$ cat config.mk
export PLATFORM = sky130hd
export DESIGN_NAME = hs_stage_sequencer
export DESIGN_NICKNAME = d
export VERILOG_FILES = /design/src/rtl/hs_seq_pkg.sv /design/src/rtl/hs_seq_pick_next.sv /design/src/rtl/hs_stage_sequencer.sv
export SDC_FILE = /design/constraint.sdc
export NUM_CORES = 1
export LEC_CHECK = 0
export CAP_MARGIN = 20
export CORE_ASPECT_RATIO = 1.4
export CORE_MARGIN = 10
export CORE_UTILIZATION = 50
export CTS_CLUSTER_DIAMETER = 200
export CTS_CLUSTER_SIZE = 10
export DETAILED_ROUTE_END_ITERATION = 6
export MAX_ROUTING_LAYER = met4
export PLACE_DENSITY = 0.71
export SLEW_MARGIN = 20
export SYNTH_ARGS = -nofsm -noshare
export SYNTH_HDL_FRONTEND = slang
export SYNTH_HIERARCHICAL = 1
export SYNTH_SLANG_ARGS = --single-unit
$ cat constraint.sdc
create_clock -name clock -period 8.8 [get_ports clock]
set_input_delay 1.76 -clock clock [delete_from_list [all_inputs] [get_ports clock]]
set_output_delay 1.76 -clock clock [all_outputs]
set_load 0.1 [all_outputs]
$ cat src/rtl/hs_seq_pkg.sv
// Shared types and helpers for the HLS stage sequencer.
package hs_seq_pkg;

    // Top-level sequencer states
    typedef enum logic [1:0] {
        IDLE,
        LAUNCH,
        WAIT,
        DONE
    } seq_state_t;

    // Index width for n stages, never narrower than one bit
    function automatic int unsigned idx_w(input int unsigned n);
        return (n <= 1) ? 1 : $clog2(n);
    endfunction

endpackage

$ cat src/rtl/hs_seq_pick_next.sv
// Priority encoder: lowest enabled stage above the current index, or the
// lowest enabled stage overall when search_all_i is set (used at accept).
module hs_seq_pick_next #(
    parameter int unsigned NUM_STAGES = 4,
    parameter int unsigned IDX_W      = 2
) (
    input  logic [NUM_STAGES-1:0] mask_i,
    input  logic [IDX_W-1:0]      cur_i,
    input  logic                  search_all_i,
    output logic [IDX_W-1:0]      next_o,
    output logic                  none_o
);

    // Scan from the top down so the lowest qualifying index wins
    always_comb begin
        next_o = '0;
        none_o = 1'b1;
        for (int i = NUM_STAGES - 1; i >= 0; i--) begin
            if (mask_i[i] && (search_all_i || (i > int'(cur_i)))) begin
                next_o = IDX_W'(i);
                none_o = 1'b0;
            end
        end
    end

endmodule

$ cat src/rtl/hs_stage_sequencer.sv
// Runs a chain of ap_ctrl_hs sub-blocks one at a time under a single
// ap_ctrl_hs handshake, with stage masking, a per-stage watchdog and
// saturating per-stage / total cycle counters for on-board profiling.
module hs_stage_sequencer
    import hs_seq_pkg::*;
#(
    parameter int unsigned NUM_STAGES = 4,
    parameter int unsigned CNT_W      = 32,
    parameter int unsigned IDX_W      = idx_w(NUM_STAGES)
) (
    input  logic                  clock,
    input  logic                  reset,
    input  logic                  ap_start,
    output logic                  ap_ready,
    output logic                  ap_done,
    output logic                  ap_idle,
    input  logic [NUM_STAGES-1:0] stage_en,
    input  logic [CNT_W-1:0]      timeout_cycles,
    output logic [NUM_STAGES-1:0] stg_start,
    input  logic [NUM_STAGES-1:0] stg_ready,
    input  logic [NUM_STAGES-1:0] stg_done,
    output logic                  err_timeout,
    output logic [IDX_W-1:0]      err_stage,
    input  logic [IDX_W-1:0]      cnt_sel,
    output logic [CNT_W-1:0]      cnt_value,
    output logic [CNT_W-1:0]      total_cycles
);

    localparam logic [CNT_W-1:0] CntMax = '1;

    function automatic logic [CNT_W-1:0] sat_inc(input logic [CNT_W-1:0] v);
        return (v == CntMax) ? v : v + CNT_W'(1);
    endfunction

    seq_state_t              state_q, state_d;
    logic [IDX_W-1:0]        cur_q, cur_d;
    logic [NUM_STAGES-1:0]   mask_q, mask_d;
    logic [CNT_W-1:0]        tmo_q, tmo_d;
    logic [CNT_W-1:0]        cnt_q [NUM_STAGES];
    logic [CNT_W-1:0]        cnt_d [NUM_STAGES];
    logic [CNT_W-1:0]        total_q, total_d;
    logic                    err_q, err_d;
    logic [IDX_W-1:0]        err_stg_q, err_stg_d;

    logic                    accept;
    logic                    abort;
    logic                    cur_ready, cur_done;
    logic [CNT_W-1:0]        cur_cnt;
    logic                    wd_hit;
    logic [NUM_STAGES-1:0]   pick_mask;
    logic [IDX_W-1:0]        pick_next;
    logic                    pick_none;

    assign accept    = (state_q == IDLE) && ap_start;
    assign cur_ready = stg_ready[cur_q];
    assign cur_done  = stg_done[cur_q];
    // Count of the current stage including this cycle
    assign cur_cnt   = sat_inc(cnt_q[cur_q]);
    assign wd_hit    = (tmo_q != '0) && (cur_cnt == tmo_q) && !cur_done;

    // In IDLE the live mask is searched from stage 0; later the latched mask above cur_q
    assign pick_mask = (state_q == IDLE) ? stage_en : mask_q;

    hs_seq_pick_next #(
        .NUM_STAGES (NUM_STAGES),
        .IDX_W      (IDX_W)
    ) u_pick_next (
        .mask_i       (pick_mask),
        .cur_i        (cur_q),
        .search_all_i (state_q == IDLE),
        .next_o       (pick_next),
        .none_o       (pick_none)
    );

    // FSM state register
    always_ff @(posedge clock or posedge reset) begin
        if (reset) begin
            state_q <= IDLE;
        end else begin
            state_q <= state_d;
        end
    end

    // FSM next state, current stage and watchdog abort decision
    always_comb begin
        state_d = state_q;
        cur_d   = cur_q;
        abort   = 1'b0;
        case (state_q)
            IDLE: begin
                if (ap_start) begin
                    state_d = pick_none ? DONE : LAUNCH;
                    cur_d   = pick_next;
                end
            end
            LAUNCH, WAIT: begin
                if (wd_hit) begin
                    state_d = DONE;
                    abort   = 1'b1;
                end else if (cur_done) begin
                    // Done in LAUNCH, with or without ready, also completes the stage
                    state_d = pick_none ? DONE : LAUNCH;
                    if (!pick_none) begin
                        cur_d = pick_next;
                    end
                end else if ((state_q == LAUNCH) && cur_ready) begin
                    state_d = WAIT;
                end
            end
            DONE: begin
                state_d = IDLE;
            end
            default: begin
                state_d = IDLE;
            end
        endcase
    end

    // Datapath next state: latch config at accept, count cycles, record errors
    always_comb begin
        mask_d    = mask_q;
        tmo_d     = tmo_q;
        cnt_d     = cnt_q;
        total_d   = total_q;
        err_d     = err_q;
        err_stg_d = err_stg_q;
        if (accept) begin
            mask_d    = stage_en;
            tmo_d     = timeout_cycles;
            for (int k = 0; k < NUM_STAGES; k++) begin
                cnt_d[k] = '0;
            end
            // The accept cycle counts; the DONE cycle is pre-added so the total is final in DONE
            total_d   = (state_d == DONE) ? sat_inc(CNT_W'(1)) : CNT_W'(1);
            err_d     = 1'b0;
            err_stg_d = '0;
        end else if ((state_q == LAUNCH) || (state_q == WAIT)) begin
            cnt_d[cur_q] = cur_cnt;
            total_d      = (state_d == DONE) ? sat_inc(sat_inc(total_q)) : sat_inc(total_q);
            if (abort) begin
                err_d     = 1'b1;
                err_stg_d = cur_q;
            end
        end
    end

    // Datapath registers
    always_ff @(posedge clock or posedge reset) begin
        if (reset) begin
            cur_q     <= '0;
            mask_q    <= '0;
            tmo_q     <= '0;
            for (int k = 0; k < NUM_STAGES; k++) begin
                cnt_q[k] <= '0;
            end
            total_q   <= '0;
            err_q     <= 1'b0;
            err_stg_q <= '0;
        end else begin
            cur_q     <= cur_d;
            mask_q    <= mask_d;
            tmo_q     <= tmo_d;
            cnt_q     <= cnt_d;
            total_q   <= total_d;
            err_q     <= err_d;
            err_stg_q <= err_stg_d;
        end
    end

    // Moore outputs: no path from stg_* inputs to stg_start
    always_comb begin
        ap_idle   = (state_q == IDLE);
        ap_done   = (state_q == DONE);
        ap_ready  = (state_q == DONE);
        stg_start = '0;
        if (state_q == LAUNCH) begin
            stg_start[cur_q] = 1'b1;
        end
        err_timeout  = err_q;
        err_stage    = err_stg_q;
        cnt_value    = cnt_q[cnt_sel];
        total_cycles = total_q;
    end

endmodule

Word level (Yosys, flattened, before mapping)
Cells that the tools add are included.
Storage, ports and cells
  flip-flop bits (word level): 203
  bits in latches: 0
  RAM bits: 0
  bits in read-only memories: 0
  input bits: 49
  output and inout bits: 74
  logic and storage cells: 112
  memories: 0
Cells by class
  add/sub/neg operators: 3
  $mul: 0
  div/mod/pow operators: 0
  magnitude comparators: 8
  eq/ne operators: 12
  shifts and indexed selects: 0
  multiplexer cells: 53
  bitwise logic cells: 2
  reductions and logical operators: 23
Operators by type and width (count)
  $mux W32: 11
  $mux W128: 2
  $bmux W32 S2: 2
  $bwmux W128: 1
  $add A32 B1 Y32 const B: 3
  $eq A32 B32 Y1 const B: 3
  $demux W32 S2: 1
  $mux W2: 17
  $eq A32 B32 Y1: 1
  $reduce_bool A32 Y1: 1
  $mux W1: 12
  $logic_and A1 B1 Y1: 10
  $mux W4: 2
  $ne A2 B2 Y1 const B: 4
  $eq A2 B2 Y1 const B: 3
  $ge A3 B3 Y1 const B: 2
  $not A2 Y3: 2
  $pmux W2 S3: 1
  $reduce_bool A2 Y1: 3
  $reduce_and A5 Y1: 1
  $bmux W1 S2: 2
  $gt A2 B2 Y1 const A: 2
  $logic_or A1 B1 Y1: 4
  $pmux W2 S2: 1
  10 further kinds: 10

Depth between registers and ports, before layout
Gate-level depths: netlist of run 1.
  depth in word-level cells: 15
  gate-level depth with buffers: 20
  mapped depth without buffers: 16

Hierarchy
The synthesis of run 1 kept the hierarchy.
By module, submodules not included
  hs_stage_sequencer: times used 1, cells an instance 1344, area each 12703.4 um2, sequential area each 5079.9 um2
  hs_seq_pick_next: times used 1, cells an instance 15, area each 86.3 um2, sequential area each 0.0 um2

Worst setup path after synthesis of run 1
OpenSTA, ideal clock, no wires.
  kind: input to output
  start point: in cnt_sel[0]
  end point: out cnt_value[10]
  arrival: 3365 ps
  data required time: 7040 ps
  path slack: 3675 ps
  cell stages on the path: 3
  path buffers: 2
  path through: clkbuf_1 buf_1 mux4_2
Between the ends
  cells in the longest elaborated chain, start to end: 4
Ends and longest elaborated chain
  start, declared: RTL line hs_stage_sequencer.sv:24  | input logic [IDX_W-1:0] cnt_sel,
  $not A2 Y3 (not written as such): RTL line hs_stage_sequencer.sv:181  | cnt_value = cnt_q[cnt_sel];
  $bmux W32 S2: RTL line hs_stage_sequencer.sv:181
  $mux W32 (not written as such) (2 in series): RTL line hs_stage_sequencer.sv:181
  end, declared: RTL line hs_stage_sequencer.sv:25  | output logic [CNT_W-1:0] cnt_value,
No other way between the ends. The select of a mux whose other input is x is not followed.

Worst setup path after layout of run 1
  start point: reg cur_q[1]
  end point: reg total_q[22] (netlist: total_cycles[22])
Between the ends
  cells in the longest elaborated chain, start to end: 15
  elaborated cells on any way between the ends: 39
  those cells by class: add/sub: 1; order compare: 3; eq/ne: 3; mux: 21; bitwise: 1; reduce/logical: 10
Ends and longest elaborated chain
  start, declared: RTL line hs_stage_sequencer.sv:36  | logic [IDX_W-1:0] cur_q, cur_d;
  start signal, assigned: RTL line hs_stage_sequencer.sv:160  | cur_q <= cur_d;
  $not A2 Y3 (not written as such) / $gt A2 B2 Y1 (equally long branches): RTL line hs_stage_sequencer.sv:58, hs_seq_pick_next.sv:19
  $bmux W32 S2 / $logic_or A1 B1 Y1 (equally long branches): RTL line hs_stage_sequencer.sv:58, hs_seq_pick_next.sv:19
  $mux W32 (not written as such) / $logic_and A1 B1 Y1 (equally long branches): RTL line hs_stage_sequencer.sv:58, hs_seq_pick_next.sv:19
  $mux W32 (not written as such) / $mux W1 (equally long branches): RTL line hs_stage_sequencer.sv:58, hs_seq_pick_next.sv:19
  $add A32 B1 Y32, or another cell as far along: RTL line hs_stage_sequencer.sv:32  | return (v == CntMax) ? v : v + CNT_W'(1);
  $mux W32 / $mux W1 (equally long branches): RTL line hs_stage_sequencer.sv:32, hs_seq_pick_next.sv:19
  $eq A32 B32 Y1 / $mux W1 (equally long branches): RTL line hs_stage_sequencer.sv:59, hs_seq_pick_next.sv:19
  $logic_and A1 B1 Y1 / $mux W2 (equally long branches): RTL line hs_stage_sequencer.sv:59, hs_stage_sequencer.sv:92, hs_stage_sequencer.sv:102
  $logic_and A1 B1 Y1 / $mux W2 (equally long branches): RTL line hs_stage_sequencer.sv:59, hs_stage_sequencer.sv:100
  $mux W2: RTL line hs_stage_sequencer.sv:97  | if (wd_hit) begin
  $pmux W2 S3 (*): RTL line hs_stage_sequencer.sv:89  | case (state_q)
  $eq A2 B2 Y1 (*): RTL line hs_stage_sequencer.sv:139  | total_d = (state_d == DONE) ? sat_inc(sat_inc(total_q)) : sat_inc(total_q);
  $mux W32 (*): RTL line hs_stage_sequencer.sv:139
  $mux W32 (*): RTL line hs_stage_sequencer.sv:137  | end else if ((state_q == LAUNCH) || (state_q == WAIT)) begin
  $mux W32 (*): RTL line hs_stage_sequencer.sv:127  | if (accept) begin
  end signal, assigned: RTL line hs_stage_sequencer.sv:164  | total_q <= total_d;
  end, declared: RTL line hs_stage_sequencer.sv:41  | logic [CNT_W-1:0] total_q, total_d;
Every way passes the cells marked *; elsewhere a longest branch is shown, timed or not. The select of a mux whose other input is x is not followed.
A chain may end at the register's enable or synchronous reset.

==> flow_summary.toml, run 1 <==
[timing]
relSlewSlack_pct = 24.3
rsz0062_at_grt = "no"
setup_ws_ns = 1.87
worst_pin_slew_ns = 1.13
slew_viol_final = 0
finalCriticalPeriod_ns = 6.93
fin_setup_tns_ns = 0
fin_skew_ns = 0.0156
fin_crit_sh_pct = 78.7
hold_violations = 0
setup_viol = 0
max_freq_mhz = 144

[synth]
ys_seq_elements = 203
synthTopCellsByArea = "dfrtp_1 (40%), mux4_2 (12%), nand2_1 (7.3%)"
synthCells = 1359
ys_top_cells_by_count = "nand2_1 (250), dfrtp_1 (203), o21ai_0 (151)"
synth_area_leader_cell = "dfrtp_1"
yosys_warnings = 6
ys_seq_area_share_pct = 39.7
syn_area_per_cell_um2 = 9.41
synth_nets = 1414
synthesis.area_um2 = 12800
synth.most_common_cell = "nand2_1"
synth.distinct_cells = 84
synth_top_area_share_pct = 39.7
async_flop_share_pct = 100
synth_edf_count = 0
synth-main-ff-cell = "dfrtp_1"

[drt]
drt_pass1_iterations = 6
wl_mm = 43.6
avgViaCountPerCell = 6.57
detail-route-antenna-nets = 0
drc = 0
via_count = 11500
post_drt_wl_per_cell_um = 24.8
drtIter0Drc = 962

[power]
swShare_pct = 46.2
peakVddDrop_uv = 232
netSwitchingPower_mw = 1.78
power_mw = 3.86
seqPwrFrac_pct = 33.2
intPower_mw = 2.07
pwr-share-comb_pct = 44.0
power_density_nw_per_um2 = 260
power_leakage_nw = 5.86
pwr-share-clk_pct = 22.8

[job]
cap_violations = 0

[clock_tree]
clk_latency_ns = 0.52
path_clk_slew_ns = 0.05
cts-htree-levels = 1
cts.sinks = 203
numCtsBuffers = 24
cts-root-buf = "clkbuf_16"
cts-hold-fix-buffers = 0
cts_resized = 0
tritoncts = "yes"
clock_path_buffers = 3
postCtsSetupRepairBufs = 0

[setup_path]
startpoint_type = "flop"
path_cells = "buf_4, mux4_2, ha_1, nand4_4, nor4_4, nand3_1, nand4_1, xor2_1, o221ai_1, nor4_1, nand4_2, a211oi_2, a21oi_1, o311ai_0, o41ai_1"
max_stage_delay_ns = 0.77
crit_required_ns = 9.18
cp_slowest_cell = "a211oi_2"
cp_top_family = "simple AND/OR/NAND/NOR gates"
ff2ff_setup_slack_ns = 1.87
crit_fanout = 26
end_kind = "flop"
crit_type = "reg2reg"
crit_arrival_ns = 7.31
crit_buf_inv = 1

[finish]
nNetsFinal = 1489
fillers = 2169
area_delta_synth_final_pct = 15.8
n_antenna_cell = 0
multi_input_area_um2 = 7250
layout-drive-gt1-share_pct = 10.6
register_area_um2 = 5080

[global_route]
antenna_found_initial = 0
grt_pass1_wl_mm = 67.9
first_global_vias = 11600
groute.usage.overall_pct = 26.9
grt_max_degree = 83
globalRouteOverflowTotal = 0

[floorplan]
start_util_pct = 50.6
core_um2 = 25300
die_area_um2 = 32500
die_h_um = 209
io_pins = 123
die_w_um = 155
core.rowCount = 69

[run_status]
status = "complete, no violations"

[worst_hold_path]
hold_class = "reg2reg"

[place]
place.gp.congestion = 1.05
dp_hpwl_mm = 31.2
port_buffers = 122
place_worst_setup_slack_ns = 2.02
[cell usage in the layout, fill, tap and decap left out, types with 5 or more instances in the layout]
| cell | n |
|---|---|
| a211oi_1 | 5 |
| a21oi_1 | 42 |
| a22o_1 | 30 |
| a22oi_1 | 5 |
| a31oi_1 | 15 |
| and2_1 | 14 |
| and3_1 | 22 |
| and4_1 | 10 |
| buf_4 | 15 |
| clkbuf_16 | 25 |
| clkdlybuf4s50_1 | 121 |
| dfrtp_1 | 201 |
| ha_1 | 6 |
| inv_1 | 25 |
| mux2_2 | 7 |
| mux2i_1 | 6 |
| mux4_2 | 66 |
| nand2_1 | 250 |
| nand2b_1 | 14 |
| nand3_1 | 33 |
| nand3b_1 | 6 |
| nand4_1 | 32 |
| nor2_1 | 69 |
| nor2b_1 | 13 |
| nor3_1 | 20 |
| nor3b_1 | 8 |
| nor4_1 | 17 |
| o2111ai_1 | 5 |
| o211ai_1 | 7 |
| o21ai_0 | 151 |
| o22ai_1 | 8 |
| o31ai_1 | 5 |
| or3_1 | 12 |
| xnor2_1 | 32 |
| xor2_1 | 35 |
[registers in the layout, summed over array words and instances (netlist names)]
name	cells
state_q	2
total_cycles	32
err_timeout	1
err_stage	2
mask_q	4
cur_q	2
cnt_q	128
tmo_q	32
[final timing paths]
kind / from / end / depth (start not counted)
max: cur_q[1] / total_cycles[22] / 15
min reg2reg: mask_q[2] / mask_q[2] / 2
max in group asynchronous: reset / cur_q[1] / 3
min in group asynchronous: reset / cnt_q[124] / 2
max reg2reg: cur_q[1] / total_cycles[22] / 15
min: mask_q[2] / mask_q[2] / 2
[power by group through the flow]
stage	sequential [mW]	clock, mW	combinational, mW
6_report	1.28	0.878	1.70
5_1_grt	1.30	0.931	1.80
3_5_place_dp	1.29	0	1.68
2_1_floorplan	1.24	0	1.20
4_1_cts	1.28	0.894	1.69
3_3_place_gp	1.29	0	1.67
[tightest hold or removal path, cell delays in order (launching register included)]
cell	delay [ns]
dfrtp_1	0.33
nand2_1	0.05
nand2_1	0.06
[per-layer routing]
metal	up-vias	GRT usage (%)	part of all wire [%]
met2	554	44.8	50
met1	5676	32.0	38
met4	0	11.8	4.6
met3	139	3.35	6.6
li1	5162	-	-
met5	-	-	0
[cell type report]
type                    instances  share of cell area [%]
clock buffers                  27                    4.28
clock inverters                 1                  0.0592
inverters                      27                   0.735
multi-input cells            1042                    49.0
flip-flops and latches        203                    34.3
well taps                     319                    2.70
repair buffers                136                    8.94
[cells by family after synthesis]
| group | synth area share [%] |
|---|---|
| fa+ha+maj | 0.587 |
| mux | 12.7 |
| buf+inv | 3.83 |
| flops | 39.7 |
| compound gates | 16.6 |
| xor+xnor | 4.76 |
| simple gates | 21.8 |
[per-stage QoR]
stage | std cells | cell area (um2) | hold slack [ns] | util (%)
after floorplan | 1359 | 12800 | 0.442 | -
after global placement | 1727 | 14200 | 0.454 | 55.9
after detailed placement | 1727 | 14200 | 0.458 | 56.0
after CTS | 1755 | 14800 | 0.472 | 58.5
after global routing | 1755 | 14800 | 0.495 | 58.5
final | 1755 | 14800 | 0.470 | 58.5
Note: power is estimated with default switching activity, not from simulation.
==> run 2, diff against run 1 <==
==> constraint.sdc (replaced) <==
create_clock -name clock -period 6.64 [get_ports clock]
set_input_delay 1.328 -clock clock [delete_from_list [all_inputs] [get_ports clock]]
set_output_delay 1.328 -clock clock [all_outputs]
set_load 0.1 [all_outputs]
==> flow_summary.toml, run 2 (synthesis results as in run 1) <==
[power]
seqPwrFrac_pct = 32.8
swShare_pct = 46.5
power_leakage_nw = 6.03
intPower_mw = 2.79
peakVddDrop_uv = 277
power_mw = 5.21
netSwitchingPower_mw = 2.42
pwr-share-comb_pct = 45.0
pwr-share-clk_pct = 22.2
power_density_nw_per_um2 = 349

[finish]
nNetsFinal = 1510
finalInstanceArea_um2 = 14900
n_antenna_cell = 0
layout-drive-gt1-share_pct = 13.9
finish.utilization_pct = 59.0
layout_commonest_cell = "nand2_1"
area_delta_synth_final_pct = 16.6
largest_register_ff_count = 128
final_cell_mix = "nand2_1 (250), dfrtp_1 (201), o21ai_0 (151)"
regMostFlops = "cnt_q"

[clock_tree]
cts_resized = 0
cts.sinks = 203
clock_path_buffers = 3
tritoncts = "yes"
clk_latency_ns = 0.52
path_clk_slew_ns = 0.06
cts-root-buf = "clkbuf_16"
numCtsBuffers = 24
postCtsSetupRepairBufs = 0
cts-hold-fix-buffers = 0
cts-htree-levels = 1

[drt]
drtIter0Drc = 857
avgViaCountPerCell = 6.53
drt_pass1_iterations = 6
via_count = 11600
wl_mm = 44.5
detail-route-antenna-nets = 0
post_drt_wl_per_cell_um = 25.1
drc = 0

[setup_path]
ff2ff_setup_slack_ns = 0.68
startpoint_type = "flop"
crit_fanout = 21
crit_arrival_ns = 6.39
crit_type = "reg2reg"
end_kind = "flop"
path_cells = "buf_4, mux4_2, nand4_2, nor2_1, nand3_1, nand4_1, xor2_1, o221ai_1, nor4_1, nand4_2, buf_4, a2111oi_0, a32oi_1, or3_1, a21oi_1"
crit_required_ns = 7.07
r2r_cells = 15
reg2reg_from = "cur_q[1]"
max_stage_delay_ns = 0.76
cp_slowest_cell = "dfrtp_2"
r2r-end = "total_cycles[17]"

[global_route]
antenna_found_initial = 0
grt_max_degree = 86
first_global_vias = 11900
globalRouteOverflowTotal = 0
groute.usage.overall_pct = 27.7
grt_pass1_wl_mm = 69.6

[timing]
relSlewSlack_pct = 28.8
setup_viol = 0
finalCriticalPeriod_ns = 5.96
fin_skew_ns = 0.0178
hold_violations = 0
rsz0062_at_grt = "no"
fin_setup_tns_ns = 0
max_freq_mhz = 168
fin_crit_sh_pct = 89.7
worst_pin_slew_ns = 1.06
hold_slack_ns = 0.471
slew_viol_final = 0

[floorplan]
core.rowCount = 69
die_area_um2 = 32500
die_h_um = 209
start_util_pct = 50.6
core_um2 = 25300
die_w_um = 155
io_pins = 123

[run_status]
status = "complete, no violations"

[place]
place.gp.congestion = 1.02
placed_area_um2 = 14300
port_buffers = 122
dp_hpwl_mm = 31.9

[job]
cap_violations = 0

[worst_hold_path]
hold_class = "reg2reg"
min_to = "mask_q[1]"
worstHoldStart = "mask_q[1]"
hold_path_depth = 2
run 2: cell count changes in the layout (fill, tap and decap cells not counted), moves of 2 or more:
cell | before | now
buf_4 | 15 | 63
nand3_1 | 33 | 35
clkdlybuf4s50_1 | 121 | 89
nand3_2 | 3 | 1
buf_12 | 0 | 4
run 2: area by class of cell:
type | instances | area, um2
clock inverter | 1 | 8.76
tap | 319 | 399
sequential | 203 | 5080
inverter | 27 | 105
timing repair buffer | 157 | 1450
fill | 2201 | 10400
multi-input combinational | 1042 | 7240
clock buffer | 26 | 629
run 2: critical path, delay by kind of cell (launching register included):
kind	cells	cell delay, ns
AND/OR/NAND/NOR	7	2.68
AO/OA/AOI/OAI	4	1.05
flip-flops	1	0.76
buffers and inverters	2	0.65
XOR/XNOR	1	0.36
multiplexers	1	0.32
run 2: metrics by stage:
stage	worst slack, ns	instances
detailed placement	0.929	1747
global placement	1.05	1747
finish	0.681	1775
global route	0.376	1775
CTS	0.873	1774
floorplan	1.68	1359
run 2: routing by layer:
| metal | track usage, % | vias up | routed length [um] |
|---|---|---|---|
| met2 | 47.7 | 512 | 23100 |
| met4 | 10.9 | 0 | 1790 |
| met1 | 31.9 | 5777 | 16800 |
| met3 | 4.03 | 128 | 2900 |
| met5 | - | - | 0 |
| li1 | - | 5181 | - |
run 2: worst max-delay path by stage:
stage,from,to,slack (ns),depth (start not counted)
2_1_floorplan,total_cycles[1],total_cycles[3],1.68,15
3_3_place_gp,cur_q[1],total_cycles[28],1.05,15
3_5_place_dp,cur_q[0],total_cycles[17],0.93,16
4_1_cts,cur_q[1],total_cycles[17],0.87,15
5_1_grt,cur_q[0],total_cycles[17],0.38,16
6_report,cur_q[1],total_cycles[17],0.68,15
run 2: power groups by stage:
stage,Sequential [mW],Clock (mW),Combinational [mW]
floorplan,1.65,0,1.58
CTS,1.69,1.17,2.32
global placement,1.72,0,2.30
detailed placement,1.71,0,2.31
global route,1.72,1.22,2.50
finish,1.71,1.16,2.34
==> run 3, diff against run 2 <==
--- a/config.mk
+++ b/config.mk
@@ -14,8 +14,10 @@
 export DETAILED_ROUTE_END_ITERATION = 6
 export MAX_ROUTING_LAYER = met4
 export PLACE_DENSITY = 0.71
+export SKIP_LAST_GASP = 1
 export SLEW_MARGIN = 20
 export SYNTH_ARGS = -nofsm -noshare
 export SYNTH_HDL_FRONTEND = slang
 export SYNTH_HIERARCHICAL = 1
 export SYNTH_SLANG_ARGS = --single-unit
+export TNS_END_PERCENT = 1
==> constraint.sdc (replaced) <==
create_clock -name clock -period 6.64 [get_ports clock]
set_input_delay 1.992 -clock clock [delete_from_list [all_inputs] [get_ports clock]]
set_output_delay 1.992 -clock clock [all_outputs]
set_load 0.1 [all_outputs]
==> flow_summary.toml, run 3 (synthesis results as in run 1) <==
[drt]
drtIter0Drc = 1012
via_count = 11600
drt_pass1_iterations = 6
avgViaCountPerCell = 6.51
post_drt_wl_per_cell_um = 23.9
detail-route-antenna-nets = 0
drc = 0
wl_mm = 42.5

[power]
power_leakage_nw = 6.12
peakVddDrop_uv = 338
power_density_nw_per_um2 = 337
power_mw = 5.17

[finish]
layout_commonest_cell = "nand2_1"
layout-drive-gt1-share_pct = 13.9
nNetsFinal = 1511
register_area_um2 = 5080
fillers = 2164
n_antenna_cell = 0
multi_input_area_um2 = 7240
final_cell_mix = "nand2_1 (250), dfrtp_1 (201), o21ai_0 (151)"
largest_register_ff_count = 128
area_delta_synth_final_pct = 19.8
regMostFlops = "cnt_q"

[floorplan]
die_w_um = 155
core_um2 = 25300
die_h_um = 209
start_util_pct = 50.6
io_pins = 123
core.rowCount = 69
die_area_um2 = 32500

[job]
cap_violations = 0

[global_route]
globalRouteOverflowTotal = 0
grt_max_degree = 88
first_global_vias = 11800
grt_pass1_wl_mm = 67.3
groute.usage.overall_pct = 26.5
antenna_found_initial = 0

[clock_tree]
cts-htree-levels = 1
numCtsBuffers = 24
cts_resized = 0
clk_latency_ns = 0.52
clock_path_buffers = 3
cts-hold-fix-buffers = 0
path_clk_slew_ns = 0.06
cts.sinks = 203
postCtsSetupRepairBufs = 0
tritoncts = "yes"
cts-root-buf = "clkbuf_16"

[timing]
finalCriticalPeriod_ns = 5.75
slew_viol_final = 0
fin_crit_sh_pct = 86.6
hold_violations = 0
hold_slack_ns = 0.475
fin_skew_ns = 0.0179
worst_pin_slew_ns = 1.05
rsz0062_at_grt = "no"
relSlewSlack_pct = 29.8
fin_setup_tns_ns = 0
setup_ws_ns = 0.892
setup_viol = 0
max_freq_mhz = 174

[setup_path]
startpoint_type = "flop"
crit_fanout = 32
cp_slowest_cell = "mux4_2"
crit_arrival_ns = 6.19
crit_required_ns = 7.08
path_cells = "buf_12, mux4_2, and4_1, and4_4, a21oi_1, nand3_1, xor2_1, o221ai_1, nor4_1, buf_4, nand4_2, a211oi_2, a31oi_1, or3_1, a21oi_1"
critPathMostFrequentCell = "a21oi_1"
end_kind = "flop"
max_stage_delay_ns = 0.67
crit_type = "reg2reg"

[place]
dp_hpwl_mm = 30.5
place_worst_setup_slack_ns = 0.938
place.gp.congestion = 1.00
port_buffers = 122

[run_status]
status = "complete, no violations"

[worst_hold_path]
hold_class = "reg2reg"
[run 3: changes by cell type in the layout (fill, tap and decap cells not counted)]
cell	previous run	this run
buf_12	4	36
buf_4	63	32
clkbuf_1	1	2
or3_1	12	13
or3_2	1	0
[run 3: metal layers]
| metal | track usage (%) | wire length [um] | up-vias |
|---|---|---|---|
| li1 | - | - | 5201 |
| met1 | 32.7 | 16800 | 5747 |
| met2 | 44.0 | 21500 | 523 |
| met3 | 3.29 | 2720 | 97 |
| met4 | 9.25 | 1450 | 0 |
| met5 | - | 0 | - |
[run 3: where the power goes]
| part | internal [mW] | switching (mW) |
|---|---|---|
| Sequential | 1.40 | 0.266 |
| Clock | 0.663 | 0.499 |
| Combinational | 0.742 | 1.59 |
[run 3: stage by stage]
stage / std cells / utilization, % / cell area (um2)
after detailed placement: 1749 / 58.0 / 14700
after CTS: 1777 / 60.6 / 15300
final: 1777 / 60.6 / 15300
after floorplan: 1359 / - / 12800
after global routing: 1777 / 60.6 / 15300
after global placement: 1749 / 58.0 / 14700
[run 3: layout make-up]
cell class / instances / area share, %
multi-input cells: 1042 / 47.2
flip-flops and latches: 203 / 33.2
repair buffers: 158 / 12.1
clock buffers: 27 / 4.13
well taps: 319 / 2.60
inverters: 27 / 0.686
clock inverters: 1 / 0.0572
[run 3: worst paths after layout]
path | start | end | slack [ns] | depth (start not counted)
setup / recovery | cur_q[0] | total_cycles[23] | 0.89 | 15
hold / removal | mask_q[0] | mask_q[0] | 0.48 | 2
setup reg to reg | cur_q[0] | total_cycles[23] | 0.89 | 15
hold reg to reg | mask_q[0] | mask_q[0] | 0.48 | 2
max in group asynchronous | reset | cur_q[0] | 3.69 | 3
min in group asynchronous | reset | cnt_q[118] | 1.99 | 2
[run 3: critical path, delay by kind of cell, from the launching register on]
family / cells / cell delay (ns)
muxes: 1 / 0.67
and+or+nand+nor: 6 / 1.82
AOI/OAI and AO/OA: 5 / 1.54
DFF: 1 / 0.65
buffers and inverters: 2 / 0.49
xor gates and xnor gates: 1 / 0.43
